<file path="src/rtl/alu_pkg.sv">
// Shared definitions for the nibble-serial add/subtract engine.
//   SLICE_W  : width of the carry-lookahead slice (one nibble)
//   state_e  : engine FSM state encoding
//   flags_t  : result flag bundle returned alongside the sum
package alu_pkg;

    localparam int SLICE_W = 4;

    typedef enum logic [1:0] {
        IDLE = 2'd0,
        RUN  = 2'd1,
        DONE = 2'd2
    } state_e;

    typedef struct packed {
        logic c_out;
        logic ovf;
        logic zero;
    } flags_t;

endpackage

</file>
<file path="src/rtl/adder4_slice.sv">
// 4-bit carry-lookahead adder slice (purely combinational).
//   A, B : nibble operands
//   C0   : carry into bit 0
//   F    : nibble sum
//   C4   : carry out of bit 3
module adder4_slice (
    input  logic [3:0] A,
    input  logic [3:0] B,
    input  logic       C0,
    output logic [3:0] F,
    output logic       C4
);

    logic [3:0] p;
    logic [3:0] g;
    logic [4:0] c;

    assign p = A ^ B;
    assign g = A & B;

    // Every carry is expanded directly from G/P and C0 so no carry
    // depends on the previous carry's gate output.
    assign c[0] = C0;
    assign c[1] = g[0] | (p[0] & C0);
    assign c[2] = g[1] | (p[1] & g[0]) | (p[1] & p[0] & C0);
    assign c[3] = g[2] | (p[2] & g[1]) | (p[2] & p[1] & g[0])
                | (p[2] & p[1] & p[0] & C0);
    assign c[4] = g[3] | (p[3] & g[2]) | (p[3] & p[2] & g[1])
                | (p[3] & p[2] & p[1] & g[0])
                | (p[3] & p[2] & p[1] & p[0] & C0);

    assign F  = p ^ c[3:0];
    assign C4 = c[4];

endmodule

</file>
<file path="src/rtl/nibble_serial_adder.sv">
// Multi-cycle WIDTH-bit add/subtract engine. One 4-bit lookahead slice is
// reused for every nibble, LSB nibble first, with the carry held in a register
// between steps. Operands arrive and results leave over valid/ready.
//   clk, rst_n            : clock, asynchronous active-low reset
//   in_valid / in_ready   : operand handshake (in_ready high only in IDLE)
//   a, b, sub, c_in       : operands; sub=1 computes a-b and ignores c_in
//   out_valid / out_ready : result handshake (out_valid high only in DONE)
//   sum, c_out, ovf, zero : registered result and flags, held until next accept
module nibble_serial_adder
    import alu_pkg::*;
#(
    parameter int WIDTH = 16
) (
    input  logic             clk,
    input  logic             rst_n,
    input  logic             in_valid,
    output logic             in_ready,
    input  logic [WIDTH-1:0] a,
    input  logic [WIDTH-1:0] b,
    input  logic             sub,
    input  logic             c_in,
    output logic             out_valid,
    input  logic             out_ready,
    output logic [WIDTH-1:0] sum,
    output logic             c_out,
    output logic             ovf,
    output logic             zero
);

    localparam int NSLICE = WIDTH / SLICE_W;
    localparam int CNT_W  = (NSLICE > 1) ? $clog2(NSLICE) : 1;
    localparam logic [CNT_W-1:0] LAST_CNT = CNT_W'(NSLICE - 1);

    state_e           state_q, state_d;
    logic [CNT_W-1:0] cnt_q,   cnt_d;
    logic [WIDTH-1:0] a_q,     a_d;
    logic [WIDTH-1:0] b_q,     b_d;      // already inverted for subtract
    logic             carry_q, carry_d;
    logic [WIDTH-1:0] sum_q,   sum_d;
    flags_t           flags_q, flags_d;

    logic [SLICE_W-1:0] slice_a;
    logic [SLICE_W-1:0] slice_b;
    logic [SLICE_W-1:0] slice_f;
    logic               slice_c4;

    // The counter steers which nibble of the operand registers feeds the slice.
    assign slice_a = a_q[cnt_q*SLICE_W +: SLICE_W];
    assign slice_b = b_q[cnt_q*SLICE_W +: SLICE_W];

    adder4_slice u_slice (
        .A  (slice_a),
        .B  (slice_b),
        .C0 (carry_q),
        .F  (slice_f),
        .C4 (slice_c4)
    );

    // NOTE: sequential state uses non-blocking assignments so every register
    // samples the pre-edge values, regardless of statement order.
    always_ff @(posedge clk or negedge rst_n) begin
        if (!rst_n) begin
            state_q <= IDLE;
            cnt_q   <= '0;
            a_q     <= '0;
            b_q     <= '0;
            carry_q <= 1'b0;
            sum_q   <= '0;
            flags_q <= '0;
        end else begin
            state_q <= state_d;
            cnt_q   <= cnt_d;
            a_q     <= a_d;
            b_q     <= b_d;
            carry_q <= carry_d;
            sum_q   <= sum_d;
            flags_q <= flags_d;
        end
    end

    always_comb begin
        // NOTE: every signal gets a hold-value default first, so no branch
        // can leave one unassigned and infer a latch.
        state_d = state_q;
        cnt_d   = cnt_q;
        a_d     = a_q;
        b_d     = b_q;
        carry_d = carry_q;
        sum_d   = sum_q;
        flags_d = flags_q;

        unique case (state_q)
            IDLE: begin
                if (in_valid) begin
                    // Subtract is a + ~b + 1: invert b here, force carry-in.
                    a_d     = a;
                    b_d     = b ^ {WIDTH{sub}};
                    carry_d = sub | c_in;
                    sum_d   = '0;
                    flags_d = '0;
                    cnt_d   = '0;
                    state_d = RUN;
                end
            end

            RUN: begin
                sum_d[cnt_q*SLICE_W +: SLICE_W] = slice_f;
                carry_d = slice_c4;
                cnt_d   = cnt_q + CNT_W'(1);
                if (cnt_q == LAST_CNT) begin
                    // Flags use the sum including the nibble written this cycle.
                    flags_d.c_out = slice_c4;
                    flags_d.ovf   = (a_q[WIDTH-1] == b_q[WIDTH-1])
                                  & (sum_d[WIDTH-1] != a_q[WIDTH-1]);
                    flags_d.zero  = ~|sum_d;
                    cnt_d         = '0;
                    state_d       = DONE;
                end
            end

            DONE: begin
                if (out_ready) begin
                    state_d = IDLE;
                end
            end

            default: state_d = IDLE;
        endcase
    end

    assign in_ready  = (state_q == IDLE);
    assign out_valid = (state_q == DONE);
    assign sum       = sum_q;
    assign c_out     = flags_q.c_out;
    assign ovf       = flags_q.ovf;
    assign zero      = flags_q.zero;

endmodule
</file>
<file path="config.mk">
export PLATFORM = sky130hd
export DESIGN_NAME = nibble_serial_adder
export DESIGN_NICKNAME = d
export VERILOG_FILES = /design/src/rtl/alu_pkg.sv /design/src/rtl/adder4_slice.sv /design/src/rtl/nibble_serial_adder.sv
export SDC_FILE = /design/constraint.sdc
export NUM_CORES = 1
export LEC_CHECK = 0
export ABC_AREA = 1
export CAP_MARGIN = 10
export CORE_MARGIN = 10
export CORE_UTILIZATION = 56
export CTS_BUF_LIST = sky130_fd_sc_hd__clkbuf_16
export DETAILED_ROUTE_END_ITERATION = 10
export PLACE_DENSITY = 0.93
export SYNTH_ARGS = -nofsm -noshare
export SYNTH_HDL_FRONTEND = slang
export SYNTH_SLANG_ARGS = --single-unit
export TNS_END_PERCENT = 10
</file>
<file path="constraint.sdc">
create_clock -name clk -period 5.4 [get_ports clk]
set_clock_uncertainty 0.1 [all_clocks]
set_input_delay 1.35 -clock clk [delete_from_list [all_inputs] [get_ports clk]]
set_output_delay 1.35 -clock clk [all_outputs]
set_load 0.005 [all_outputs]
</file>
## Word-level counts from Yosys, hierarchy flattened

Index checks and enable logic that the tools add are counted.

- Output and inout port bits: 21
- Word-level logic and storage cells: 78
- Flip-flop bits (word level): 56

- Reduce and logical (&&, ||, !) cells: 8
- Equality and inequality tests: 8
- Shifts and indexed selects: 4
- Add/subtract/negate cells: 2
- Bitwise operators: 32
- Muxes and demuxes: 15

Operators by type and width:

| kind | count |
|---|---|
| $neg 4->34 | 1 |
| $shift 4x34->16 const A | 1 |
| $shiftx 4x34->16 | 1 |
| $pmux 16 s2 | 1 |
| $shiftx 16x5->4 | 2 |
| $and 1x1->1 | 17 |
| $bwmux 16 | 1 |
| $mux 16 | 1 |
| $reduce_or 16->1 | 1 |
| $xor 16x16->16 | 1 |
| $or 1x1->1 | 11 |
| $mux 2 | 5 |
| $xor 4x4->4 | 2 |
| $mux 3 | 2 |
| $pmux 2 s3 | 1 |
| $pmux 3 s2 | 1 |
| $reduce_and 3->1 | 2 |
| $and 4x4->4 | 1 |
| $eq 2x2->1 const B | 2 |
| $ne 2x2->1 const B | 2 |
| $pmux 2 s2 | 1 |
| $reduce_and 2->1 | 2 |
| $add 2x1->2 const B | 1 |
| $eq 2x1->1 const B | 1 |
| 8 further kinds | 8 |

## Longest topological paths before layout

Gate-level depths: netlist (run 1).

- Depth after elaboration: 13
- Depth in mapped cells: 18
- Mapped depth without buffers: 16

## Cells and area by module

From an unflattened synthesis (run 1), not the netlist that was laid out.

- Cells, all modules: 378
- Area, all modules: 3076.7 um^2

By module, submodules not included:

| module | area an instance (um^2) | instances | cells an instance |
|---|---|---|---|
| nibble_serial_adder | 2887.8 | 1 | 347 |
| adder4_slice | 188.9 | 1 | 31 |

## Least setup slack after synthesis (run 1)

No wires, ideal clock.

- Path kind: flip-flop to flip-flop
- From: register cnt_q[0]
- To: register flags_q, in the netlist zero
- Stages on the path, launching flop included: 18
- Path buffers: 2
- Setup slack: 2.656 ns
- Clock period less this slack: 2.744 ns
- Library setup time: 0.065 ns
- Data arrival time: 2.579 ns
- Path through: dfrtp_1 -> buf_6 -> inv_4 -> clkbuf_1 -> nor2_1 -> o22ai_1 -> fa_1 -> inv_1 -> nor2_1 -> a21boi_0 -> nand2_1 -> nor2_1 -> nand2_1 -> nor2_1 -> nand2_1 -> nor2_1 -> nand3_1 -> nand2_1

- Cells in the longest elaborated chain, start to end: 13
- Elaborated cells between the ends (all ways): 31
- Classes of those cells: 1 x add/sub; 2 x eq/ne; 4 x shift; 3 x mux; 18 x bitwise; 3 x reduce/logical

RTL lines:

| what | RTL line | source |
|---|---|---|
| from (decl) | nibble_serial_adder.sv:35 | `logic [CNT_W-1:0] cnt_q, cnt_d;` |
| from (signal assigned) | nibble_serial_adder.sv:72 | `cnt_q <= cnt_d;` |
| $shiftx 16x5->4 (on tied branches) | nibble_serial_adder.sv:48, nibble_serial_adder.sv:49 |  |
| $xor 4x4->4 or $and 4x4->4 (tied branches) | adder4_slice.sv:18, adder4_slice.sv:19 |  |
| $and 1x1->1 (on tied branches) | adder4_slice.sv:26, adder4_slice.sv:27 |  |
| $or 1x1->1, or another cell as far along | adder4_slice.sv:26 | `assign c[3] = g[2] \| (p[2] & g[1]) \| (p[2] & p[1] & g[0])` |
| $or 1x1->1 or $and 1x1->1 (tied branches) | adder4_slice.sv:26, adder4_slice.sv:27 |  |
| $or 1x1->1 | adder4_slice.sv:27 | `\| (p[2] & p[1] & p[0] & C0);` |
| $xor 4x4->4 | adder4_slice.sv:32 | `assign F = p ^ c[3:0];` |
| $shiftx 4x34->16 | nibble_serial_adder.sv:107 | `sum_d[cnt_q*SLICE_W +: SLICE_W] = slice_f;` |
| $bwmux 16 | nibble_serial_adder.sv:107 |  |
| $reduce_or 16->1 | nibble_serial_adder.sv:115 | `flags_d.zero = ~\|sum_d;` |
| $logic_not 1->1 | nibble_serial_adder.sv:115 |  |
| $mux 3 | nibble_serial_adder.sv:110 | `if (cnt_q == LAST_CNT) begin` |
| $pmux 3 s2 | nibble_serial_adder.sv:92 | `unique case (state_q)` |
| to (signal assigned) | nibble_serial_adder.sv:77 | `flags_q <= flags_d;` |
| to (decl) | nibble_serial_adder.sv:40 | `flags_t flags_q, flags_d;` |

Several ways; a longest one is shown, not always the timed one. The select of a mux whose other input is x is not followed.
A chain may end at the register's enable or synchronous reset.

## Worst setup path after layout (run 1)

- From: input port in_valid
- To: register carry_q

- Cells in the longest elaborated chain, start to end: 2

RTL lines:

| what | RTL line | source |
|---|---|---|
| from (decl) | nibble_serial_adder.sv:16 | `input logic in_valid,` |
| $ne 2x2->1 (no source line) | n/a |  |
| $reduce_and 2->1 (no source line) | n/a |  |
| to (signal assigned) | nibble_serial_adder.sv:75 | `carry_q <= carry_d;` |
| to (decl) | nibble_serial_adder.sv:38 | `logic carry_q, carry_d;` |

No other way between the ends.

==> results of run 1 <==
==> final cells by class <==
cell class	count	area share
Clock buffer	5	0.03279
Clock inverter	3	0.004918
Inverter	31	0.03180
Multi-Input combinational cell	286	0.3875
Sequential cell	56	0.3672
Tap cell	70	0.02295
Timing Repair Buffer	59	0.1528
==> critical path: stages <==
cell,delay (ns)
clkdlybuf4s50_1,0.42
nand2_2,0.59
inv_4,0.23
nor2_2,0.51
inv_1,0.23
o22a_1,0.24
==> flip-flops by register name, indices dropped and copies added (netlist names) <==
signal and flops:
state_q 2, c_out 1, zero 1, carry_q 1, cnt_q 2, sum 16
a_q 16, b_q 16, ovf 1
==> per-layer routing <==
layer | up-vias | part of all wire | GRT usage
li1 | 1359 | - | -
met5 | - | 0 | 0
met1 | 1306 | 0.41 | 0.2190
met3 | 13 | 0.092 | 0.05036
met4 | 0 | 0.019 | 0.06456
met2 | 119 | 0.48 | 0.3070
==> cells by family after synthesis <==
logic type,Yosys count
simple gates,188
mux,1
fa+ha+maj,12
buf+inv,46
compound gates,69
flops,56
xor+xnor,16
==> cells in the final DEF, fill, tap and decap left out, drive strengths merged <==
master	instances
fa	1
nor2	39
clkinv	2
nand2	123
nand4	8
dfrtp	56
buf	2
clkinvlp	2
or2	2
nand3	14
a22o	5
nor3	1
inv	30
mux2	1
xnor2	16
o22a	1
o21ai	41
a21o	2
and2	1
ha	11
clkdlybuf4s50	57
clkbuf	5
a21oi	6
a21boi	1
o22ai	13
==> cells in the mapped netlist, types with 2 or more instances <==
cell      number  area share
a21oi_1        5      0.0081
o22ai_1       13       0.026
nand4_1        8       0.016
nor2_1        38       0.046
o21ai_0       40       0.065
a21o_1         2      0.0049
nand2_2        5       0.010
xnor2_1       16       0.046
clkbuf_1       6      0.0073
nand2_1      118        0.14
ha_1          11       0.045
nand3_1       13       0.021
inv_1         27       0.033
a22o_1         5       0.014
buf_2          8       0.013
dfrtp_1       56        0.46
inv_4          2      0.0041
==> through the flow <==
stage | area, um2 | utilization
after CTS | 3816 | 0.7332
after global placement | 3672 | 0.7055
after detailed placement | 3672 | 0.7055
after global routing | 3816 | 0.7332
after floorplan | 3075 | -
final | 3816 | 0.7332
==> worst paths after layout <==
kind / startpoint / endpoint / slack (ns)
max in group asynchronous: rst_n / cnt_q[0] / 3.66
min in group asynchronous: rst_n / a_q[5] / 1.09
max: in_valid / carry_q / 1.89
max reg2reg: cnt_q[0] / zero / 2.09
min: a_q[8] / a_q[8] / 0.38
min reg2reg: a_q[8] / a_q[8] / 0.38
==> power breakdown <==
group / internal, W / total (W) / switching, W
registers: 0.000600 / 0.000755 / 0.000155
clock network: 0.000171 / 0.000321 / 0.000150
logic: 0.000528 / 0.00135 / 0.000818
total: 0.00130 / 0.00242 / 0.00112
==> run summary, run 1 <==
status -> finished clean
Pwr per Cell Area -> 634.7 mW/mm2
nets -> 489
DRT iter0 DRCs -> 158
critical path class -> input pin to flip-flop
Die Width -> 94.11 um
Seq cells post-synth -> 56
GP Congestion -> 0.8992
leak pwr -> 1.830 nW
Die Ht -> 94.11 um
Yosys warnings -> 0
mapped cell area -> 0.003075 mm2
Synth Instances -> 388
Critical Path Fanout Max -> 50
core area -> 0.005205 mm2
dpl hpwl -> 5664 um
CTS Hold Bufs -> 0
placed instance count -> 502
Worst-path clk slew -> 0.06 ns
grt ovf -> 0
r2r worst-path depth -> 15
router iterations before antenna repair -> 5
antenna cell count -> 0
Layout fillers -> 395
CTS tree -> yes
via density per instance -> 5.484
multiplexer share of the synthesized area -> 0.003662
Mapped Nets -> 438
CTS resizes -> 0
DRC -> 0
fin. max-slew vios -> 0
maximum clock frequency -> 285.2 MHz
Yosys cell types -> 32
Simple-Gate Fraction of Synth Area -> 0.2518
Syn Area/Cell -> 7.926 um2
# IOs -> 59
EDFF count, synth -> 0
gr usage total -> 0.1830
Hold Crit Class -> flip-flop to flip-flop
# H-tree levels -> 2
max-cap violations -> 0
number of global-route vias before repair -> 2,869
Compound-Gate Fraction of Synth Area -> 0.1286
clk buf depth -> 2
measured slew at the worst slew-check pin -> 0.9378 ns
Final ANT Viol Nets -> 0
worst hold stages -> 2
initial antenna violation count -> 0
crit end category -> flip-flop
Seq/Total Area, Yosys -> 0.4557
peak supply drop -> 0.0003701 V
total wire length -> 7672 um
Hold Worst Slack -> 0.3824 ns
relative slew slack -> 0.3748
worst slack at placement -> 1.629 ns
final total power -> 0.002422 W
Rows -> 26
setup violators final -> 0
Clk Tree Root Cell -> clkbuf_16
Multi-input gate area -> 0.001479 mm2
Post-synth ARST share -> 1.000
adder-cell share of the synthesized area -> 0.05126
number of I/O port buffers -> 58
Initial Util -> 0.5909
share of layout cells above drive strength 1 -> 0.05227
RSZ-0062 raised after global routing -> false
full die area -> 0.008856 mm2
ys flop type -> dfrtp_1
Finished Layout Cells -> 510
largest family of logic cells by synthesized area -> simple AND/OR/NAND/NOR gates
Post-CTS Setup Inserts -> 0
CTS buffer count -> 5
total number of vias -> 2,797
Hold Fails Final Rpt -> 0
Final WS setup -> 1.893 ns
largest net degree at the start of global routing -> 57
Tcrit/Tclk final -> 0.6494
register area -> 0.001401 mm2
first-pass GRT wire length -> 13,280 um
Req. time, crit path -> 5.48 ns
Clock Latency Late Sink -> 0.30 ns
Sink Count -> 56
wire per inst -> 15.04 um
clock period minus worst slack -> 3.507 ns
setup_tns -> 0 ns
type of element launching the critical path -> input pin
area delta synth->final -> 24.08%
arrival time worst endpoint -> 3.59 ns
Post-Synth XOR/XNOR Area -> 0.04557
No activity file was read; power rests on OpenSTA's default activity.
==> run 2, diff against run 1 <==
--- a/config.mk
+++ b/config.mk
@@ -8,10 +8,10 @@
 export ABC_AREA = 1
 export CAP_MARGIN = 10
 export CORE_MARGIN = 10
-export CORE_UTILIZATION = 56
+export CORE_UTILIZATION = 47
 export CTS_BUF_LIST = sky130_fd_sc_hd__clkbuf_16
 export DETAILED_ROUTE_END_ITERATION = 10
-export PLACE_DENSITY = 0.93
+export PLACE_DENSITY = 0.84
 export SYNTH_ARGS = -nofsm -noshare
 export SYNTH_HDL_FRONTEND = slang
 export SYNTH_SLANG_ARGS = --single-unit
==> constraint.sdc (replaced) <==
create_clock -name clk -period 3 [get_ports clk]
set_clock_uncertainty 0.1 [all_clocks]
set_input_delay 0.75 -clock clk [delete_from_list [all_inputs] [get_ports clk]]
set_output_delay 0.75 -clock clk [all_outputs]
set_load 0.005 [all_outputs]
==> run 2 against run 1 <==
Net effect: combinational power rose by 79%; utilization fell by 12 points; non-clock buffer count rose by 5; clock power rose by 74%; clock-buffer cell count did not move; sequential share of layout area fell by 0.50 points; critical path depth rose by 9; die area rose by 15%; first-iteration DRC count fell by 19%; cell count rose by 2.4%; hold slack got worse by 0.047 ns; critical path type is now flip-flop to flip-flop.
==> run summary, run 2 (synthesis results as in run 1) <==
met2 WL -> 3808 um (+2.8%)
status -> finished clean
Reg-to-Reg Start -> cnt_q[0]
max-cap violations -> 0 (unchanged)
max layer used -> met4
ordered list of cells on the worst path -> inv_4 -> o21ai_0 -> o22ai_1 -> fa_1 -> inv_1 -> nor2_1 -> a21boi_0 -> nand2_1 -> nor2_1 -> nand2_1 -> nor2_1 -> nand2_1 -> nor2_1 -> nand3_1 -> nand2_1
Tcrit/Tclk final -> 0.9151
CTS tree -> yes
most common cell after layout, fill and taps aside -> nand2_1
DRC -> 0 (unchanged)
number of I/O port buffers -> 58 (unchanged)
first-pass GRT wire length -> 12,650 um (-4.8%)
Hold Crit Class -> input pin to async pin
arrival time worst endpoint -> 2.88 ns (-0.71 ns)
# IOs -> 59 (unchanged)
Rows -> 29 (+12%)
Layout fillers -> 599 (+52%)
clk buf depth -> 2 (unchanged)
via density per instance -> 5.203 (-5.1%)
setup_tns -> 0 ns (unchanged)
Critical Path Fanout Max -> 20 (-60%)
Die Width -> 100.9 um (+7.2%)
full die area -> 0.01018 mm2 (+15%)
Critical Path Max Stage Delay -> 0.53 ns (-0.06 ns)
CTS Hold Bufs -> 0 (unchanged)
Pwr per Cell Area -> 1114 mW/mm2 (+76%)
Multi-input gate area -> 0.001479 mm2 (unchanged)
RR Endpoint -> zero
peak supply drop -> 0.0005034 V (+36%)
Hold Fails Final Rpt -> 0 (unchanged)
fin util -> 0.6099 (-0.1233)
critical path class -> flip-flop to flip-flop
grt ovf -> 0 (unchanged)
r2r worst-path depth -> 15 (unchanged)
share of layout cells above drive strength 1 -> 0.06292 (+0.01065)
# H-tree levels -> 2 (unchanged)
Req. time, crit path -> 3.13 ns (-2.35 ns)
most frequent cells in the layout -> nand2_1 (118), clkdlybuf4s50_1 (57), dfrtp_1 (55), o21ai_0 (40), nor2_1 (38)
wire per inst -> 14.26 um (-5.2%)
largest net degree at the start of global routing -> 57 (unchanged)
Die Ht -> 100.9 um (+7.2%)
metal3 WL -> 489 um (-31%)
maximum clock frequency -> 364.3 MHz
Clk Tree Root Cell -> clkbuf_16
DRT iter0 DRCs -> 128 (-19%)
leak pwr -> 1.862 nW (+1.8%)
Initial Util -> 0.4843 (-0.1065)
GP Congestion -> 0.9171 (+2.0%)
crit end category -> flip-flop
dpl hpwl -> 5786 um (+2.2%)
Sink Count -> 56 (unchanged)
register area -> 0.001403 mm2 (about the same)
area delta synth->final -> 25.92%
RSZ-0062 raised after global routing -> false
Final ANT Viol Nets -> 0 (unchanged)
setup violators final -> 0 (unchanged)
r2r setup slk -> 0.25 ns (-1.84 ns)
type of element launching the critical path -> flip-flop
measured slew at the worst slew-check pin -> 0.6055 ns (-0.3322 ns)
gr usage total -> 0.1484 (-0.03461)
Worst-path clk slew -> 0.07 ns (about the same)
initial antenna violation count -> 0 (unchanged)
fin. max-slew vios -> 0 (unchanged)
slowest CP cell -> dfrtp_2
antenna cell count -> 0 (unchanged)
core area -> 0.006350 mm2 (+22%)
nets -> 494 (+1.0%)
router iterations before antenna repair -> 5 (unchanged)
total wire length -> 7446 um (-2.9%)
M1 wire length -> 3106 um (-0.35%)
clock period minus worst slack -> 2.745 ns
CTS buffer count -> 5 (unchanged)
total number of vias -> 2,716 (-2.9%)
number of global-route vias before repair -> 2,745 (-4.3%)
Clock Latency Late Sink -> 0.29 ns (about the same)
relative slew slack -> 0.5959 (+0.2211)
==> run 2: stage by stage <==
step                instances  setup slack, ns  hold WS [ns]  power, W  cell area, um2
finish                    522           0.2548        0.3356  0.004316            3872
detailed placement        514           0.1782        0.3650  0.003776            3731
CTS                       522           0.1415        0.3690  0.004348            3871
floorplan                 388           0.2556        0.3436  0.003012            3075
global route              522         0.002554        0.3828  0.004746            3872
global placement          514           0.2883        0.3645  0.003696            3731
==> run 2: routing by layer <==
layer / GRT usage / vias up
li1: - / 1369
met1: 0.1794 / 1266
met2: 0.2580 / 76
met3: 0.03704 / 5
met4: 0.03430 / 0
met5: 0 / -
==> run 2: timing repair <==
action                     CTS  global route
setup endpoints to repair    0             3
buffers inserted             0             0
gates resized for setup      0             1
==> run 2: worst max-delay path by stage <==
stage / start / to / cells after the start
floorplan: cnt_q[0] / zero / 17
global placement: cnt_q[0] / zero / 15
detailed placement: cnt_q[0] / zero / 15
CTS: cnt_q[0] / zero / 15
global route: cnt_q[0] / zero / 15
finish: cnt_q[0] / zero / 15
==> run 2: critical path, delay by kind of cell, from the launching register on <==
family / cells / cell delay (ns)
AOI/OAI and AO/OA: 3 / 0.64
and+or+nand+nor: 9 / 0.60
DFF: 1 / 0.53
adders and majority gates: 1 / 0.52
buffers and inverters: 2 / 0.29
==> run 2: final cells by class <==
type | instances | area share
well taps | 77 | 0.02488
inverters | 31 | 0.03134
flip-flops and latches | 56 | 0.3622
repair buffers | 64 | 0.1635
multi-input cells | 286 | 0.3819
clock buffers | 5 | 0.03231
clock inverters | 3 | 0.003877
==> run 2: power breakdown <==
part	switching [W]	internal [W]	leakage [nW]
logic	0.00144	0.000978	1.07
registers	0.000254	0.00108	0.721
clock network	0.000256	0.000304	0.0687
total	0.00195	0.00237	1.86
